===== src/rtl/led_event_scheduler.sv =====
// led_event_scheduler
//
// Shares one status LED between N_REQ event requesters. A rising edge on a
// request line latches a pending bit. A round-robin arbiter then picks one
// pending requester at a time. Requester k is shown as k+1 blinks, each
// ON_CYCLES lit and OFF_CYCLES dark, followed by a GAP_CYCLES dark gap.
//
// Ports
//   i_clk      system clock, rising edge
//   i_rst_n    asynchronous active-low reset
//   i_req      asynchronous request lines, one per requester, rising-edge sensitive
//   i_enable   permits new grants (an in-flight burst always completes)
//   o_led      registered LED drive
//   o_grant    one-hot requester in service, zero when idle
//   o_pending  latched requests not yet granted
//   o_busy     high whenever the sequencer is not idle
//   o_done     one-cycle pulse when a service finishes
//
// state | meaning
// IDLE  | waiting for enable and a pending request
// ARB   | one cycle: pick the next requester, load the blink count
// ON    | LED lit for ON_CYCLES
// OFF   | LED dark for OFF_CYCLES, then next blink or gap
// GAP   | LED dark for GAP_CYCLES before returning to IDLE

module led_event_scheduler #(
    parameter int N_REQ      = 4,
    parameter int ON_CYCLES  = 5000000,
    parameter int OFF_CYCLES = 5000000,
    parameter int GAP_CYCLES = 50000000
) (
    input  logic             i_clk,
    input  logic             i_rst_n,
    input  logic [N_REQ-1:0] i_req,
    input  logic             i_enable,
    output logic             o_led,
    output logic [N_REQ-1:0] o_grant,
    output logic [N_REQ-1:0] o_pending,
    output logic             o_busy,
    output logic             o_done
);

    localparam int MAX_ON_OFF = (ON_CYCLES > OFF_CYCLES) ? ON_CYCLES : OFF_CYCLES;
    localparam int MAX_CYC    = (MAX_ON_OFF > GAP_CYCLES) ? MAX_ON_OFF : GAP_CYCLES;
    localparam int TW         = (MAX_CYC > 1) ? $clog2(MAX_CYC) : 1;
    localparam int LW         = $clog2(N_REQ);
    localparam int BW         = $clog2(N_REQ + 1);

    // The timer counts down to zero, so each phase loads its length minus one.
    localparam logic [TW-1:0] ON_LOAD  = TW'(ON_CYCLES - 1);
    localparam logic [TW-1:0] OFF_LOAD = TW'(OFF_CYCLES - 1);
    localparam logic [TW-1:0] GAP_LOAD = TW'(GAP_CYCLES - 1);

    typedef enum logic [2:0] {
        IDLE,
        ARB,
        ON,
        OFF,
        GAP
    } state_t;

    state_t            state;
    logic [TW-1:0]     timer;
    logic [BW-1:0]     blinks;
    logic [LW-1:0]     last_grant;

    logic [N_REQ-1:0]  sync1;
    logic [N_REQ-1:0]  sync2;
    logic [N_REQ-1:0]  sync3;
    logic [N_REQ-1:0]  armed;
    logic [1:0]        sync_vld;
    logic [N_REQ-1:0]  rise;
    logic [N_REQ-1:0]  pending;

    logic [LW-1:0]     pick_idx;
    logic [N_REQ-1:0]  pick_onehot;
    logic [N_REQ-1:0]  grant_clr;

    // An edge is only accepted after the synchronized line has been seen low
    // following reset. A line held high through reset therefore never
    // produces a request. sync_vld marks when sync2 holds a real sample
    // rather than its reset value.
    always_ff @(posedge i_clk or negedge i_rst_n) begin
        if (!i_rst_n) begin
            sync1    <= '0;
            sync2    <= '0;
            sync3    <= '0;
            armed    <= '0;
            sync_vld <= '0;
        end else begin
            sync1    <= i_req;
            sync2    <= sync1;
            sync3    <= sync2;
            sync_vld <= {sync_vld[0], 1'b1};
            if (sync_vld[1]) begin
                armed <= armed | ~sync2;
            end
        end
    end

    assign rise = sync2 & ~sync3 & armed;

    // First pending index after last_grant, wrapping modulo N_REQ.
    function automatic logic [LW-1:0] rr_pick(input logic [N_REQ-1:0] p,
                                              input logic [LW-1:0]    last);
        int            c;
        logic [LW-1:0] ci;
        logic [LW-1:0] r;
        logic          found;
        r     = '0;
        found = 1'b0;
        for (int i = 1; i <= N_REQ; i++) begin
            c = int'(last) + i;
            if (c >= N_REQ) begin
                c = c - N_REQ;
            end
            ci = c[LW-1:0];
            if (!found && p[ci]) begin
                r     = ci;
                found = 1'b1;
            end
        end
        return r;
    endfunction

    assign pick_idx    = rr_pick(pending, last_grant);
    assign pick_onehot = {{(N_REQ-1){1'b0}}, 1'b1} << pick_idx;
    assign grant_clr   = (state == ARB) ? pick_onehot : '0;

    // A new edge on the requester being granted is kept (set wins over clear).
    always_ff @(posedge i_clk or negedge i_rst_n) begin
        if (!i_rst_n) begin
            pending <= '0;
        end else begin
            pending <= (pending & ~grant_clr) | rise;
        end
    end

    assign o_pending = pending;

    always_ff @(posedge i_clk or negedge i_rst_n) begin
        if (!i_rst_n) begin
            state      <= IDLE;
            timer      <= '0;
            blinks     <= '0;
            last_grant <= LW'(N_REQ - 1);
            o_led      <= 1'b0;
            o_grant    <= '0;
            o_busy     <= 1'b0;
            o_done     <= 1'b0;
        end else begin
            o_done <= 1'b0;
            case (state)
                IDLE: begin
                    if (i_enable && (|pending)) begin
                        state  <= ARB;
                        timer  <= '0;
                        o_busy <= 1'b1;
                    end
                end
                ARB: begin
                    state      <= ON;
                    o_grant    <= pick_onehot;
                    last_grant <= pick_idx;
                    blinks     <= BW'(pick_idx) + BW'(1);
                    timer      <= ON_LOAD;
                    o_led      <= 1'b1;
                end
                ON: begin
                    if (timer == '0) begin
                        state <= OFF;
                        timer <= OFF_LOAD;
                        o_led <= 1'b0;
                    end else begin
                        timer <= timer - TW'(1);
                    end
                end
                OFF: begin
                    if (timer == '0) begin
                        blinks <= blinks - BW'(1);
                        if (blinks != BW'(1)) begin
                            state <= ON;
                            timer <= ON_LOAD;
                            o_led <= 1'b1;
                        end else begin
                            state <= GAP;
                            timer <= GAP_LOAD;
                        end
                    end else begin
                        timer <= timer - TW'(1);
                    end
                end
                GAP: begin
                    if (timer == '0) begin
                        state   <= IDLE;
                        timer   <= '0;
                        o_grant <= '0;
                        o_busy  <= 1'b0;
                        o_done  <= 1'b1;
                    end else begin
                        timer <= timer - TW'(1);
                    end
                end
                default: begin
                    state <= IDLE;
                end
            endcase
        end
    end

endmodule

===== config.mk =====
export PLATFORM = sky130hd
export DESIGN_NAME = led_event_scheduler
export DESIGN_NICKNAME = d
export VERILOG_FILES = /design/src/rtl/led_event_scheduler.sv
export SDC_FILE = /design/constraint.sdc
export NUM_CORES = 1
export LEC_CHECK = 0
export BUFFER_PORTS_ARGS = -buffer_cell sky130_fd_sc_hd__clkbuf_2
export CORE_ASPECT_RATIO = 0.5
export CORE_UTILIZATION = 51
export CTS_CLUSTER_SIZE = 14
export DETAILED_ROUTE_END_ITERATION = 12
export PLACE_DENSITY_LB_ADDON = 0.1
export SLEW_MARGIN = 25
export SYNTH_ARGS = -nofsm -noshare
export SYNTH_HDL_FRONTEND = slang
export SYNTH_SLANG_ARGS = --single-unit
export TNS_END_PERCENT = 10

===== constraint.sdc =====
create_clock -name i_clk -period 3.8 [get_ports i_clk]
set_input_delay 0.76 -clock i_clk [delete_from_list [all_inputs] [get_ports i_clk]]
set_output_delay 0.76 -clock i_clk [all_outputs]
set_load 0.05 [all_outputs]

* Word-level counts from Yosys, hierarchy flattened *
Index checks and enable logic that the tools add are counted.

word-level totals
  output and inout bits = 11
  flip-flop bits (word level) = 63
  bits of input ports = 7
  word-level logic and storage cells = 117

cells by class
  equal/unequal tests = 10
  shift-type cells = 1
  reduce and logical (&&, ||, !) cells = 21
  mux-type cells = 44
  add/sub/neg operators = 11
  order comparisons = 8
  bitwise gates (word level) = 8

operator list
  kind                   count
  $mux 26                5
  $pmux 26 s5            1
  $logic_not 26->1       1
  $sub 26x1->26 const B  1
  $mux 3                 6
  $mux 2                 8
  $pmux 3 s5             1
  $mux 1                 13
  $and 4x4->4            3
  $lt 2x3->1 const B     4
  $not 4->4              3
  $ne 2x2->1 const B     5
  $ge 3x3->1 const B     3
  $bmux 1 s2             4
  $mux 4                 2
  $or 4x4->4             2
  $pmux 4 s2             1
  $reduce_and 4->1       2
  $sub 2x1->2 const B    4
  $add 2x1->3 const B    2
  $add 2x2->3 const B    2
  $eq 3x2->1 const B     2
  $pmux 3 s2             1
  $reduce_and 2->1       3
  other kinds (17)       24

* Longest topological paths before layout *
Gate-level depths: netlist (run 1).

  depth in word-level cells = 20
  gate-level depth with buffers = 9
  gate-level depth less buffers = 9

* Worst setup path after synthesis (run 1) *
No wires, ideal clock.

  kind = register to register
  start point = reg timer[20]
  end point = reg timer[14]
  cell stages (with the launch flop) = 7
  library setup time = 126 ps
  clock period less this slack = 2473 ps
  path buffers = 1
  path slack = 1327 ps
  data arrival time = 2347 ps
  data required time = 3674 ps
  cell sequence = dfrtp_1 > or4_4 > or4_4 > buf_6 > o31ai_4 > o21ai_1 > a221o_1

on the way
  longest elaborated chain between the ends = 3
  elaborated cells on any way between the ends = 5
  those cells by class = mux (4); reduce/logical (1)

ends and longest elaborated chain
  item                        line           RTL
  from (decl)                 63             logic [TW-1:0] timer;
  from (signal assigned)      175            timer <= timer - TW'(1);
  from (signal assigned)      190            timer <= timer - TW'(1);
  from (signal assigned)      201            timer <= timer - TW'(1);
  $logic_not 26->1 *          170, 179, 194
  $mux 26 (on tied branches)  194, 170, 179
  $pmux 26 s5 *               153            case (state)

Every way passes the cells marked *; elsewhere a longest branch is shown, timed or not.
A chain may end at the register's enable or synchronous reset.

* Worst setup path after layout (run 1) *
  start point = reg timer[0]
  end point = reg timer[3]

on the way
  longest elaborated chain between the ends = 3
  elaborated cells on any way between the ends = 6
  those cells by class = add/sub (1); mux (4); reduce/logical (1)

ends and longest elaborated chain
  item                                               line
  $sub 26x1->26 or $logic_not 26->1 (tied branches)  --
  $mux 26 (on tied branches)                         194, 170, 179
  $pmux 26 s5 *                                      153

Marked as above.

==> out/metrics.csv, run 1 <==
metric,value,unit
# rows,19,
CTS tree,built,
slew margin rel.,0.281,
initial cell density of the core,0.552,
CP Cell Sequence,"inv_1, ha_1, nor4b_1, nand4_1, o31ai_4, o21ai_1, a221o_1",
Critical Path Max Stage Delay,0.59,ns
Crit Path Class,reg -> reg,
CTS buffer count,9,
pwr/cell area,722,nW/um2
synthesized area,3150,um2
multi-input gate area in the final layout,1460,um2
DRT Pass-1 Iters,5,
CTS sink count,63,
Post-synth EDFFs,0,
"commonest non-fill, non-tap cell in the layout",dfrtp_1,
initial antenna violation count,0,
GRT overflow,0,
Via density,6.42,
critical path arrival,3.09,ns
YS warnings,0,
final hold violations,0,
final wirelength,7720,um
nets@finish,358,
CP Launch Type,flip-flop,
"Area growth, synth to finish",15.7,%
Cells after Synth,324,
pin count of the biggest net entering global routing,37,
RSZ-0062 raised after global routing,false,
fillcell total,473,
"Async S/R FF share, synth",1.00,
clock tree buffer depth,2,
library cells used by synthesis,54,
RD Place Congestion,0.968,
"Seq/Total Area, Yosys",0.501,
DR WL/cell,18.3,um
Hold Path Class,reg -> reg,
Skew-Pair Late Insertion Delay,0.34,ns
Storage cell area,1580,um2
Setup Total Neg Slack,0,ns
peak supply drop,0.487,mV
GRT Overall Usage,0.269,
vias in the first global route,2637,
"commonest non-fill, non-tap cells in the layout","61 x dfrtp_1, 31 x o21ai_0, 22 x a21oi_1, 22 x nand2_1, 18 x nor2_1",
max-cap violations,0,
H-tree Lvls,3,
# hold bufs at CTS,0,
drt first-iter violations,332,
final period utilization,0.758,
Port-buffer cells,17,
DIE HEIGHT,57.6,um
Chip Width,113,um
Routed Antenna Nets,0,
Top Ports,18,
Post-CTS Setup Bufs,0,
syn nets,338,
synthesized flop and latch total,63,
Worst setup EP type,flip-flop,
clock root buffer,clkbuf_16,
post-layout min period,2.88,ns
post-CTS sizing,0,
Critical Path RT,4.02,ns
Final Max Tran Viols,0,
Fmax achieved,347,MHz
n_diodes,0,
"critical path fanouts, max",11,
CTS clock-pin slew for the worst setup and hold paths,0.06,ns
Final Hold Slack,0.346,ns
Syn Area/Cell,9.73,um2
slowest CP cell,o31ai_4,
Least-Margin Pin Slew,1.08,ns
layout cells sized above 1,0.138,
prevailing post-synth register cell,dfrtp_1,
setup slack after layout,0.921,ns
HPWL after DPL,5200,um
Fin Clk Skew,0.00580,ns
Core ar.,5710,um2
total number of vias,2709,
status,"finished, final reports clean",
global-route wire length before repair,13000,um
P_leak,1.60,nW
pre-CTS WS,0.994,ns
Die Area,6520,um2
# setup viols final,0,
Remaining DRCs,0,
critical path, delay by kind of cell, from the launching register on:
family | cells | cell delay, ns
buf+inv | 1 | 0.10
fa+ha+maj | 1 | 0.19
flops | 1 | 0.40
compound gates | 3 | 1.04
simple gates | 2 | 1.03
report_power, final:
group	switching, mW	total, mW	internal, mW
logic	0.387	0.666	0.279
clock network	0.310	0.905	0.595
registers	0.216	1.06	0.845
total	0.913	2.63	1.72
per-layer routing:
metal | GRT usage | vias to the layer above | share of wire
li1 | - | 1254 | -
met1 | 0.360 | 1335 | 0.47
met2 | 0.401 | 101 | 0.44
met3 | 0.0946 | 19 | 0.071
met4 | 0.109 | 0 | 0.016
met5 | 0 | - | 0
area by class of cell:
type / instances / area share
clock buffers: 10 / 0.0655
repair buffers: 20 / 0.0329
clock inverters: 6 / 0.0254
multi-input cells: 233 / 0.400
flip-flops and latches: 63 / 0.433
well taps: 73 / 0.0251
inverters: 17 / 0.0175
logic make-up after synthesis:
logic type | count (synthesis) | share of synthesized area
simple gates | 111 | 0.189
compound gates | 109 | 0.231
flops | 63 | 0.501
buf+inv | 28 | 0.0357
fa+ha+maj | 7 | 0.0278
xor+xnor | 3 | 0.00834
mux | 2 | 0.00635
other cells | 1 | 0.00119
Yosys cell counts (2+ instances only):
| cell | number | area (um2) |
|---|---|---|
| a31oi_1 | 8 | 50.1 |
| o311ai_0 | 2 | 17.5 |
| nor3_1 | 13 | 65.1 |
| and4_1 | 2 | 17.5 |
| nand4_1 | 3 | 18.8 |
| a221o_1 | 2 | 20.0 |
| a21o_1 | 6 | 45.0 |
| inv_1 | 17 | 63.8 |
| dfstp_2 | 2 | 52.6 |
| xnor2_1 | 3 | 26.3 |
| clkbuf_1 | 9 | 33.8 |
| or3_1 | 10 | 62.6 |
| or4_4 | 2 | 22.5 |
| a311oi_1 | 3 | 26.3 |
| nand2b_1 | 4 | 25.0 |
| nor4_1 | 7 | 43.8 |
| o21ai_1 | 3 | 15.0 |
| nand2_1 | 22 | 82.6 |
| o221ai_1 | 2 | 17.5 |
| a22o_1 | 5 | 43.8 |
| nand3_1 | 12 | 60.1 |
| o311a_1 | 2 | 20.0 |
| o21ai_0 | 31 | 155 |
| nor2_1 | 18 | 67.6 |
| a21oi_1 | 22 | 110 |
| mux2i_1 | 2 | 20.0 |
| nor3b_1 | 3 | 22.5 |
| o211a_1 | 2 | 20.0 |
| o41ai_1 | 3 | 26.3 |
| dfrtp_1 | 61 | 1530 |
| a211o_1 | 4 | 35.0 |
| ha_1 | 7 | 87.6 |
| or4_1 | 4 | 30.0 |
| nor2b_1 | 4 | 25.0 |
| o211ai_1 | 3 | 22.5 |
| or2_2 | 3 | 18.8 |
worst paths after layout:
path / from / endpoint / slack [ns] / cells past startpoint
setup / recovery: timer[0] / timer[3] / 0.92 / 7
hold / removal: sync_vld[0] / sync_vld[1] / 0.35 / 0
setup reg to reg: timer[0] / timer[3] / 0.92 / 7
hold reg to reg: sync_vld[0] / sync_vld[1] / 0.35 / 0
max in group asynchronous: i_rst_n / last_grant[0] / 2.59 / 2
min in group asynchronous: i_rst_n / timer[24] / 0.49 / 1
registers in the layout, indices dropped and copies added, names as in the netlist, 3 cells and up:
name / cells
armed: 4
sync2: 4
o_grant: 4
blinks: 3
sync1: 4
o_pending: 4
sync3: 4
timer: 26
state: 3
through the flow:
stage / area [um2] / power [mW] / instances / util
finish: 3650 / 2.63 / 422 / 0.639
global route: 3650 / 2.79 / 422 / 0.639
CTS: 3650 / 2.63 / 422 / 0.639
detailed placement: 3310 / 1.72 / 406 / 0.581
global placement: 3310 / 1.68 / 406 / 0.581
floorplan: 3150 / 1.52 / 324 / -
Power figures use the tool's default switching activity.
==> run 2, diff against run 1 <==
==> constraint.sdc (replaced) <==
create_clock -name i_clk -period 2.85 [get_ports i_clk]
set_input_delay 0.57 -clock i_clk [delete_from_list [all_inputs] [get_ports i_clk]]
set_output_delay 0.57 -clock i_clk [all_outputs]
set_load 0.05 [all_outputs]
==> out/metrics.csv, run 2 (synthesized netlist as in run 1, its figures left out) <==
metric,value,unit,change
DR WL/cell,18.0,um,-1.4%
P_leak,1.63,nW,+1.8%
Worst setup EP type,flip-flop,,
GRT overflow,0,,unchanged
status,"finished, final reports clean",,
"commonest non-fill, non-tap cells in the layout","61 x dfrtp_1, 31 x o21ai_0, 22 x a21oi_1, 22 x nand2_1, 18 x nor2_1",,
slowest CP cell,or4_4,,
Tot Pwr,3.37,mW,+28%
Placed Cells,416,,+2.5%
Remaining DRCs,0,,unchanged
max-cap violations,0,,unchanged
Via density,6.30,,-1.8%
H-tree Lvls,3,,unchanged
CP Cell Sequence,"or4_4, or4_4, o31ai_4, o21ai_1, a221o_1",,
Crit Path Class,reg -> reg,,
# rows,19,,unchanged
final period utilization,0.921,,+0.163
n_diodes,0,,unchanged
CTS buffer count,9,,unchanged
Largest register FFs,26,,unchanged
Setup Total Neg Slack,0,ns,unchanged
post-CTS sizing,0,,unchanged
critical path arrival,2.83,ns,-0.26 ns
Fmax achieved,381,MHz,+9.7%
"critical path fanouts, max",8,,-3
Port-buffer cells,17,,unchanged
Post-CTS Setup Bufs,0,,unchanged
Fin Clk Skew,0.00649,ns,+0.000688 ns
Final Max Tran Viols,0,,unchanged
pin count of the biggest net entering global routing,39,,+5.4%
DRT Pass-1 Iters,7,,+2
nets@finish,368,,+2.8%
layout cells sized above 1,0.159,,+0.0212
"commonest non-fill, non-tap cell in the layout",dfrtp_1,,
Skew-Pair Late Insertion Delay,0.33,ns,about the same
RSZ-0062 raised after global routing,false,,
clock tree buffer depth,2,,unchanged
final hold violations,0,,unchanged
slew margin rel.,0.398,,+0.117
CTS sink count,63,,unchanged
pwr/cell area,915,nW/um2,+27%
Top Ports,18,,unchanged
clock root buffer,clkbuf_16,,
CTS tree,built,,
CTS clock-pin slew for the worst setup and hold paths,0.05,ns,about the same
Chip Width,113,um,unchanged
Critical Path RT,3.06,ns,-0.96 ns
CP Launch Type,flip-flop,,
final wirelength,7790,um,+0.91%
# setup viols final,0,,unchanged
"Most flops, register",timer,,
global-route wire length before repair,13200,um,+1.6%
Die Area,6520,um2,unchanged
# hold bufs at CTS,0,,unchanged
Routed Antenna Nets,0,,unchanged
RD Place Congestion,0.895,,-7.6%
"Area growth, synth to finish",16.8,%,
initial cell density of the core,0.552,,unchanged
total number of vias,2723,,+0.52%
drt first-iter violations,314,,-5.4%
"most used cell, CP",or4_4,,
Critical Path Max Stage Delay,0.61,ns,+0.02 ns
Layout Cells excl Fill,432,,+2.4%
Least-Margin Pin Slew,0.903,ns,-0.175 ns
initial antenna violation count,0,,unchanged
vias in the first global route,2627,,-0.38%
post-layout min period,2.62,ns,-0.255 ns
Hold Path Class,in -> async,,
Core ar.,5710,um2,unchanged
peak supply drop,0.593,mV,+22%
GRT Overall Usage,0.271,,+0.00259
DIE HEIGHT,57.6,um,unchanged
HPWL after DPL,5430,um,+4.4%
[run 2: cell types whose count changed in the layout (fill, tap and decap cells not counted)]
cell	delta
clkinv_2	+2
clkbuf_8	-1
inv_6	-1
buf_4	+10
clkbuf_1	+1
bufinv_16	-1
clkinvlp_4	+1
clkinv_4	-1
[run 2: final cells by class]
type | count | area [um2]
well taps | 73 | 91.3
fillers | 495 | 2020
clock buffers | 10 | 229
multi-input cells | 233 | 1460
inverters | 17 | 63.8
flip-flops and latches | 63 | 1580
repair buffers | 30 | 195
clock inverters | 6 | 62.6
[run 2: layer usage]
| metal | global-route usage | part of all wire | wire length, um |
|---|---|---|---|
| met5 | 0 | 0 | 0 |
| met4 | 0.103 | 0.014 | 106 |
| met3 | 0.0871 | 0.074 | 576 |
| met2 | 0.379 | 0.42 | 3300 |
| met1 | 0.392 | 0.49 | 3800 |
[run 2: final timing paths]
path / startpoint / to / slack, ns / cells past startpoint
setup / recovery: timer[20] / timer[14] / 0.23 / 5
hold / removal: i_rst_n / timer[23] / 0.28 / 1
setup reg to reg: timer[20] / timer[14] / 0.23 / 5
hold reg to reg: sync1[0] / sync2[0] / 0.35 / 0
max in group asynchronous: i_rst_n / last_grant[0] / 1.87 / 2
min in group i_clk: sync1[0] / sync2[0] / 0.35 / 0
[run 2: power by group]
| part | internal (mW) | leakage [nW] | switching (mW) |
|---|---|---|---|
| combinational | 0.382 | 0.748 | 0.511 |
| sequential | 1.13 | 0.745 | 0.285 |
| clock | 0.673 | 0.134 | 0.390 |
[run 2: critical path, delay by kind of cell (launching register included)]
family	cells	cell delay (ns)
AO/OA/AOI/OAI	3	0.87
flip-flops	1	0.43
AND/OR/NAND/NOR	2	1.20
[run 2: metrics by stage]
stage | hold slack [ns] | instance area [um2] | setup WS [ns] | util
2_1_floorplan | 0.274 | 3150 | 0.377 | -
3_3_place_gp | 0.332 | 3390 | 0.286 | 0.594
3_5_place_dp | 0.339 | 3390 | 0.250 | 0.594
4_1_cts | 0.294 | 3680 | 0.236 | 0.645
5_1_grt | 0.335 | 3680 | 0.113 | 0.645
6_report | 0.277 | 3680 | 0.226 | 0.645
==> run 3, diff against run 2 <==
--- a/config.mk
+++ b/config.mk
@@ -7,7 +7,7 @@
 export LEC_CHECK = 0
 export BUFFER_PORTS_ARGS = -buffer_cell sky130_fd_sc_hd__clkbuf_2
 export CORE_ASPECT_RATIO = 0.5
-export CORE_UTILIZATION = 51
+export CORE_UTILIZATION = 50
 export CTS_CLUSTER_SIZE = 14
 export DETAILED_ROUTE_END_ITERATION = 12
 export PLACE_DENSITY_LB_ADDON = 0.1
==> out/metrics.csv, run 3 (synthesized netlist as in run 1, its figures left out) <==
metric,value,unit,change
pin count of the biggest net entering global routing,37,,-5.1%
clock root buffer,clkbuf_16,,
initial antenna violation count,0,,unchanged
post-layout min period,2.63,ns,+0.00660 ns
P_leak,1.65,nW,+1.6%
CTS buffer count,9,,unchanged
global-route wire length before repair,12900,um,-2.9%
Skew-Pair Late Insertion Delay,0.34,ns,about the same
Worst setup EP type,flip-flop,,
Final Max Tran Viols,0,,unchanged
Storage cell area,1580,um2,unchanged
CP Launch Type,flip-flop,,
drt first-iter violations,297,,-5.4%
GRT Overall Usage,0.264,,-0.00746
DR WL/cell,17.6,um,-2.4%
Int Pwr,2.21,mW,+1.1%
setup slack after layout,0.219,ns,-0.00660 ns
"commonest non-fill, non-tap cells in the layout","61 x dfrtp_1, 31 x o21ai_0, 22 x a21oi_1, 22 x nand2_1, 18 x nor2_1",,
initial cell density of the core,0.518,,-0.0341
Setup Total Neg Slack,0,ns,unchanged
met1 wire length,3670,um,-3.5%
Fin Clk Skew,0.00330,ns,-0.00318 ns
DP Area,3440,um2,+1.4%
status,"finished, final reports clean",,
clock tree buffer depth,2,,unchanged
final period utilization,0.923,,+0.00232
Clk pwr share,0.318,,+0.002
"Area growth, synth to finish",18.3,%,
pwr/cell area,908,nW/um2,-0.74%
Critical Path RT,3.07,ns,about the same
Port-buffer cells,17,,unchanged
Fmax achieved,380,MHz,-0.25%
GRT overflow,0,,unchanged
critical path arrival,2.85,ns,+0.02 ns
multi-input gate area in the final layout,1460,um2,unchanged
nets@finish,372,,+1.1%
slew margin rel.,0.494,,+0.0960
Psw,1.18,mW,-0.57%
Core ar.,6080,um2,+6.6%
Remaining DRCs,0,,unchanged
peak supply drop,0.491,mV,-17%
final wirelength,7910,um,+1.6%
Post-CTS Setup Bufs,0,,unchanged
Via density,6.12,,-2.9%
post-CTS sizing,0,,unchanged
Hold Path Class,in -> async,,
# setup viols final,0,,unchanged
WL met3,687,um,+19%
HPWL after DPL,5500,um,+1.2%
CTS clock-pin slew for the worst setup and hold paths,0.05,ns,about the same
CTS sink count,63,,unchanged
Worst R2R Start,timer[20],,
Chip Width,114,um,+0.98%
layout cells sized above 1,0.166,,+0.00697
n_diodes,0,,unchanged
top sig layer,met4,,
RSZ-0062 raised after global routing,false,,
# rows,20,,+1
H-tree Lvls,3,,unchanged
crit path from,timer[20],,
Layout Cells excl Fill,450,,+4.2%
met2 WL,3400,um,+2.8%
Placed Cells,435,,+4.6%
RD Place Congestion,0.898,,+0.40%
switch share,0.348,,-0.00387
Routed Antenna Nets,0,,unchanged
fillcell total,527,,+6.5%
Least-Margin Pin Slew,0.753,ns,-0.150 ns
Comb pwr share,0.266,,about the same
Top Ports,18,,unchanged
DRT Pass-1 Iters,5,,-2
max-cap violations,0,,unchanged
CTS tree,built,,
"commonest non-fill, non-tap cell in the layout",dfrtp_1,,
"Most flops, register",timer,,
# hold bufs at CTS,0,,unchanged
DIE HEIGHT,58.1,um,+0.96%
Die Area,6640,um2,+1.9%
post-route cell area,3730,um2,+1.3%
Largest register FFs,26,,unchanged
Crit Path Class,reg -> reg,,
pre-CTS WS,0.232,ns,-0.0183 ns
vias in the first global route,2521,,-4.0%
"critical path fanouts, max",8,,unchanged
final hold violations,0,,unchanged
total number of vias,2753,,+1.1%
sequential share of power,0.415,,-0.004
==> run 3: cell count changes in the layout (fill, tap and decap cells not counted), sizes merged <==
cell / delta
clkbuf: +1
clkinvlp: -2
buf: +4
==> run 3: path summary, 6_finish.rpt <==
path,cells after the start,slack [ns],to
max,5,0.22,timer[14]
max in group asynchronous,2,1.85,last_grant[0]
min in group i_clk,1,0.34,sync1[3]
min,1,0.29,timer[21]
min reg2reg,0,0.35,sync_vld[1]
max reg2reg,5,0.22,timer[14]
==> run 3: stage by stage <==
stage	hold slack, ns	power [mW]	utilization
2_1_floorplan	0.274	2.03	-
3_3_place_gp	0.332	2.25	0.565
3_5_place_dp	0.338	2.30	0.565
4_1_cts	0.307	3.39	0.613
5_1_grt	0.324	3.58	0.613
6_report	0.285	3.39	0.613
==> run 3: power by group through the flow <==
stage          clock network [mW]  registers (mW)  logic, mW
5_1_grt                      1.14            1.44       1.01
2_1_floorplan                   0            1.40      0.631
3_3_place_gp                    0            1.39      0.860
3_5_place_dp                    0            1.41      0.894
6_report                     1.08            1.41      0.902
4_1_cts                      1.10            1.40      0.897
==> run 3: final cells by class <==
cell class	instances	area share
clock buffers	11	0.0651
clock inverters	4	0.0128
inverters	17	0.0171
multi-input cells	233	0.392
flip-flops and latches	63	0.423
well taps	88	0.0295
repair buffers	34	0.0604
==> run 3: critical path, stage by stage, from the launching register on <==
cell	delay, ns
dfrtp_1	0.43
or4_4	0.60
or4_4	0.62
o31ai_4	0.44
o21ai_1	0.13
a221o_1	0.30
==> run 3: per-layer routing <==
layer | vias up | GRT usage
li1 | 1284 | -
met5 | - | 0
met4 | 0 | 0.100
met3 | 19 | 0.107
met2 | 114 | 0.380
met1 | 1336 | 0.357
